<file path="src/rtl/mem_port_arbiter_pkg.sv">
// Shared types and constants for the data memory port arbiter.
package mem_port_arbiter_pkg;

  // Master identifiers carried in the read-return tag.
  typedef enum logic {
    MASTER_CPU = 1'b0,
    MASTER_DMA = 1'b1
  } master_e;

  // One stage of the read-return tag pipe.
  typedef struct packed {
    logic    valid;
    master_e id;
  } rd_tag_t;

  // Deepest memory read latency the tag pipe is meant to cover.
  localparam int READ_LATENCY_MAX = 4;

endpackage

</file>
<file path="src/rtl/mem_port_arbiter_rd_tag_pipe.sv">
// Shift register of {valid, master id} that tracks reads in flight so that
// returning memory data can be steered to the master that issued the read.
module rd_tag_pipe
  import mem_port_arbiter_pkg::*;
#(
  parameter int DEPTH = 1
) (
  input  logic clk,
  input  logic reset,
  input  logic valid_i,
  input  logic id_i,
  output logic valid_o,
  output logic id_o
);

  rd_tag_t stage_q [DEPTH];

  // Advance the tags one stage per cycle; reset drops every read in flight.
  always_ff @(posedge clk) begin
    if (reset) begin
      for (int i = 0; i < DEPTH; i++) begin
        stage_q[i] <= '0;
      end
    end else begin
      stage_q[0] <= '{valid: valid_i, id: master_e'(id_i)};
      for (int i = 1; i < DEPTH; i++) begin
        stage_q[i] <= stage_q[i-1];
      end
    end
  end

  assign valid_o = stage_q[DEPTH-1].valid;
  assign id_o    = stage_q[DEPTH-1].id;

endmodule

</file>
<file path="src/rtl/mem_port_arbiter.sv">
// Two-master arbiter for a single synchronous-read data memory port.
// M0 (CPU) has fixed priority; M1 (DMA) is promoted after repeated denials
// and may hold the port in a locked burst that is periodically broken for M0.
module mem_port_arbiter
  import mem_port_arbiter_pkg::*;
#(
  parameter int ADDR_W       = 32,
  parameter int DATA_W       = 32,
  parameter int READ_LATENCY = 1,
  parameter int STARVE_LIMIT = 4,
  parameter int BURST_MAX    = 8
) (
  input  logic                clk,
  input  logic                reset,
  input  logic                m0_req,
  input  logic [ADDR_W-1:0]   m0_addr,
  input  logic                m0_wen,
  input  logic [DATA_W/8-1:0] m0_wstrb,
  input  logic [DATA_W-1:0]   m0_wdata,
  output logic                m0_gnt,
  output logic                m0_rvalid,
  output logic [DATA_W-1:0]   m0_rdata,
  input  logic                m1_req,
  input  logic [ADDR_W-1:0]   m1_addr,
  input  logic                m1_wen,
  input  logic [DATA_W/8-1:0] m1_wstrb,
  input  logic [DATA_W-1:0]   m1_wdata,
  input  logic                m1_lock,
  output logic                m1_gnt,
  output logic                m1_rvalid,
  output logic [DATA_W-1:0]   m1_rdata,
  output logic                mem_en,
  output logic [DATA_W/8-1:0] mem_we,
  output logic [ADDR_W-1:0]   mem_addr,
  output logic [DATA_W-1:0]   mem_wdata,
  input  logic [DATA_W-1:0]   mem_rdata
);

  localparam int STARVE_W = $clog2(STARVE_LIMIT + 1);
  localparam int BURST_W  = $clog2(BURST_MAX + 1);

  logic [STARVE_W-1:0] starve_q, starve_d;
  logic [BURST_W-1:0]  burst_q, burst_d;
  logic                locked_q, locked_d;

  logic promote;
  logic burstFull;
  logic lockHold;
  logic m0Win;
  logic m1Win;
  logic gntAny;
  logic winWen;
  logic winId;
  logic issueRead;
  logic retValid;
  logic retId;

  assign promote   = (starve_q == STARVE_W'(STARVE_LIMIT));
  assign burstFull = (burst_q == BURST_W'(BURST_MAX));
  // A full burst gives up the lock only when M0 is actually waiting.
  assign lockHold  = locked_q && !(burstFull && m0_req);

  // Pick at most one winner this cycle; nobody wins while reset is held.
  always_comb begin
    m0Win = 1'b0;
    m1Win = 1'b0;
    if (!reset) begin
      if (m1_req && (promote || lockHold)) begin
        m1Win = 1'b1;
      end else if (m0_req) begin
        m0Win = 1'b1;
      end else if (m1_req) begin
        m1Win = 1'b1;
      end
    end
  end

  assign m0_gnt = m0Win;
  assign m1_gnt = m1Win;
  assign gntAny = m0Win || m1Win;

  // Steer the winning master onto the memory port; M0 values when idle.
  always_comb begin
    mem_addr  = m0_addr;
    mem_wdata = m0_wdata;
    mem_we    = '0;
    winWen    = m0_wen;
    winId     = MASTER_CPU;
    if (m1Win) begin
      mem_addr  = m1_addr;
      mem_wdata = m1_wdata;
      winWen    = m1_wen;
      winId     = MASTER_DMA;
      if (m1_wen) begin
        mem_we = m1_wstrb;
      end
    end else if (m0Win && m0_wen) begin
      mem_we = m0_wstrb;
    end
  end

  assign mem_en    = gntAny;
  assign issueRead = gntAny && !winWen;

  // Next values of the starvation counter, lock flag and burst length.
  always_comb begin
    starve_d = '0;
    if (m1_req && !m1Win) begin
      starve_d = promote ? starve_q : starve_q + STARVE_W'(1);
    end
    locked_d = m1Win && m1_lock;
    burst_d  = '0;
    if (m1Win && m1_lock) begin
      burst_d = burstFull ? burst_q : burst_q + BURST_W'(1);
    end
  end

  // Arbitration state registers.
  always_ff @(posedge clk) begin
    if (reset) begin
      starve_q <= '0;
      burst_q  <= '0;
      locked_q <= 1'b0;
    end else begin
      starve_q <= starve_d;
      burst_q  <= burst_d;
      locked_q <= locked_d;
    end
  end

  rd_tag_pipe #(
    .DEPTH (READ_LATENCY)
  ) u_rd_tag_pipe (
    .clk     (clk),
    .reset   (reset),
    .valid_i (issueRead),
    .id_i    (winId),
    .valid_o (retValid),
    .id_o    (retId)
  );

  assign m0_rvalid = retValid && (retId == MASTER_CPU);
  assign m1_rvalid = retValid && (retId == MASTER_DMA);
  assign m0_rdata  = mem_rdata;
  assign m1_rdata  = mem_rdata;

endmodule

</file>
<file path="config.mk">
export PLATFORM = sky130hd
export DESIGN_NAME = mem_port_arbiter
export DESIGN_NICKNAME = d
export VERILOG_FILES = /design/src/rtl/mem_port_arbiter_pkg.sv /design/src/rtl/mem_port_arbiter_rd_tag_pipe.sv /design/src/rtl/mem_port_arbiter.sv
export SDC_FILE = /design/constraint.sdc
export NUM_CORES = 1
export LEC_CHECK = 0
export BUFFER_PORTS_ARGS = -buffer_cell sky130_fd_sc_hd__buf_2
export CORE_AREA = 2 2 121 123
export DETAILED_ROUTE_END_ITERATION = 7
export DIE_AREA = 0 0 123 125
export SYNTH_ARGS = -nofsm -noshare
export SYNTH_HDL_FRONTEND = slang
export SYNTH_SLANG_ARGS = --single-unit
</file>
<file path="constraint.sdc">
create_clock -name clk -period 1.7 [get_ports clk]
set_input_delay 0.255 -clock clk [delete_from_list [all_inputs] [get_ports clk]]
set_output_delay 0.255 -clock clk [all_outputs]
set_load 0.02 [all_outputs]
</file>
==> results.sh <==
export IMPL_status="finished with violations"
export IMPL_violations="setup timing"
export IMPL_pwr_share_comb=0.584
export IMPL_antenna_cells=0
export IMPL_critPathLaunchType="register"
export IMPL_synth_top_area_share=0.4385
export IMPL_layout_setup_ws_ns=-0.5291
export IMPL_worstPathMaxFanout=8
export IMPL_slew_headroom=0.7308
export IMPL_yosysMostFrequentCell="buf_4"
export IMPL_fin_nets=560
export IMPL_p_per_area_nw_per_um2=447.7
export IMPL_ys_seq_elements=10
export IMPL_cts_root_buf="clkbuf_16"
export IMPL_clock_latency_ns=0.23
export IMPL_synth_cell_types=27
export IMPL_drive_gt1_frac=0.8842
export IMPL_design_area_um2=3804
export IMPL_hold_slack_ns=0.2807
export IMPL_cts_tree="yes"
export IMPL_min_period_over_period=1.311
export IMPL_core_area_um2=14200
export IMPL_grt_overflow_total=0
export IMPL_synth_common_cells="buf_4, mux2_4, nand2_1, dfxtp_1"
export IMPL_std_cell_rows=44
export IMPL_async_flop_share=0
export IMPL_synthFlopType="dfxtp_1"
export IMPL_p_leak_nw=2.097
export IMPL_slew_violations=0
export IMPL_drc=0
export IMPL_die_y_um=125
export IMPL_fmax_ghz=0.4486
export IMPL_via_per_inst=3.637
export IMPL_chipWidth_um=123
export IMPL_via_count=2051
export IMPL_dp_hpwl_um=6627
export IMPL_track_usage=0.09719
export IMPL_clkPwrFrac=0.272
export IMPL_syn_inst=201
export IMPL_fin_worst_skew_ns=0.0005515
export IMPL_synth_avg_cell_area_um2=10.22
export IMPL_cts_sinks=10
export IMPL_dieArea_um2=15380
export IMPL_dr_pass1_iters=4
export IMPL_cts_buffer_depth=2
export IMPL_routed_wl_um=8299
export IMPL_cts_made_buffers=3
export IMPL_swShare=0.3143
export IMPL_worst_pin_slew_ns=0.3936
export IMPL_fillers=1491
export IMPL_seqPwrFrac=0.144
export IMPL_worstSetupPathType="register to primary output"
export IMPL_hold_viol_final=0
export IMPL_drt_iter0_markers=58
export IMPL_synth_edf_count=0
export IMPL_yosysSeqAreaShare=0.09744
export IMPL_grt_pass1_wl_um=11340
export IMPL_cp_end_kind="primary output"
export IMPL_switchingPower_mw=0.5353
export IMPL_ir_drop_uv=290.7
export IMPL_grt_max_degree=9
export IMPL_start_util=0.1446
export IMPL_setup_violations=76
export IMPL_multi_input_comb_area_um2=1388
export IMPL_ys_warn_count=0
export IMPL_syn2layout_area_growth_pct=85.14
export IMPL_hp_class="input port to register"
export IMPL_h_tree_depth=1
export IMPL_internal_power_mw=1.168
export IMPL_wl_per_cell_um=14.71
export IMPL_ant_nets=0
export IMPL_min_period_ns=2.229
export IMPL_rsz0062_at_grt="true"
export IMPL_cp_required_ns=1.44
export IMPL_cap_viol_max_count=0
export IMPL_synth_area_leader_cell="mux2_4"
export IMPL_netlist_area_um2=2054
export IMPL_path_clk_slew_ns=0.04
export IMPL_io_buffers=215
export IMPL_arrival_ns=1.97
export IMPL_place_area_um2=3072
export IMPL_grt_pass1_vias=2101
export IMPL_io_pins=312
export IMPL_gp_congestion=0.7563
export IMPL_final_core_utilization=0.2678
export IMPL_yosys_top_cells_area="mux2_4, buf_4, dfxtp_1"
export IMPL_hold_buffers=0
export IMPL_syn_num_nets=380
export IMPL_seq_area_um2=205.2
export IMPL_antenna_found_initial=1
[kinds of logic (layout without fill, tap and decap cells)]
| logic type | Yosys count | after routing | share of synthesized area |
|---|---|---|---|
| AO/OA/AOI/OAI | 11 | 12 | 0.03654 |
| XOR/XNOR | 3 | 3 | 0.01279 |
| adder cells (fa/ha/maj) | 4 | 4 | 0.02436 |
| buffers and inverters | 81 | 259 | 0.2942 |
| flip-flops | 10 | 10 | 0.09744 |
| multiplexers | 64 | 64 | 0.4604 |
| AND/OR/NAND/NOR | 28 | 28 | 0.07430 |
[registers in the layout, summed over array words and instances, names as in the netlist]
register	flops
starve_q	3
u_rd_tag_pipe.stage_q	2
locked_q	1
burst_q	4
[placed cells by master, fill, tap and decap left out, types with 2 or more instances in the layout]
cell type / n
a2111oi_0: 2
ha_4: 2
buf_4: 14
dfxtp_1: 6
inv_1: 4
buf_12: 2
buf_2: 145
a21o_4: 2
and3_1: 3
clkbuf_16: 3
nand2_1: 12
ha_1: 2
inv_2: 4
nor2_1: 2
buf_8: 3
dfxtp_2: 4
o22ai_4: 4
nand3_1: 2
and2_1: 2
mux2_4: 64
xnor2_1: 2
buf_6: 81
nor2b_1: 2
[layout make-up]
| type | count | area share |
|---|---|---|
| timing repair buffer | 246 | 0.4878 |
| sequential | 10 | 0.05395 |
| clock buffer | 4 | 0.02336 |
| multi-input combinational | 111 | 0.3648 |
| tap | 184 | 0.06053 |
| inverter | 9 | 0.009539 |
[through the flow]
stage | worst slack [ns] | cells | power (mW) | setup TNS [ns]
after floorplan | -0.1229 | 201 | 0.9150 | -7.766
after global placement | -0.2908 | 555 | 1.024 | -18.27
after detailed placement | -0.3266 | 555 | 1.026 | -20.40
after CTS | -0.5627 | 563 | 1.700 | -37.01
after global routing | -0.6030 | 564 | 1.795 | -40.71
final | -0.5291 | 564 | 1.703 | -34.89
[repair_timing]
item / CTS / global route
pin swaps: 3 / 2
setup endpoints to repair: 77 / 77
buffers inserted: 2 / 1
gates resized for setup: 162 / 9
gates cloned: 2 / 0
[final timing paths]
check	endpoint	from	slack [ns]	depth (start not counted)
worst min register to register	starve_q[0]	starve_q[0]	0.51	2
worst max-delay path	mem_wdata[27]	starve_q[1]	-0.53	8
worst max register to register	burst_q[1]	starve_q[1]	-0.09	10
worst min-delay path	locked_q	m1_lock	0.28	2
[routing by layer]
metal  vias up  share of wire  wire [µm]  global-route usage
met2       130           0.49       4059              0.1755
met1       912           0.39       3215              0.1141
met5         -         0.0016         13                   0
met3        23           0.11        909             0.02509
li1        984              -          -                   -
met4         2          0.012        100             0.02072
[worst max-delay path, stage by stage, from the launching register on]
cell and delay (ns):
dfxtp_2 0.33, inv_2 0.04, ha_4 0.15, and2_4 0.14
a21oi_4 0.17, a21o_4 0.27, buf_12 0.18, mux2_4 0.31
buf_6 0.14
[power by group through the flow]
stage	combinational [mW]	clock, mW	sequential [mW]
after global routing	1.05	0.499	0.246
after global placement	0.775	0	0.249
after floorplan	0.667	0	0.248
final	0.994	0.463	0.245
after detailed placement	0.777	0	0.249
after CTS	0.980	0.475	0.245
Power figures use the tool's default switching activity.
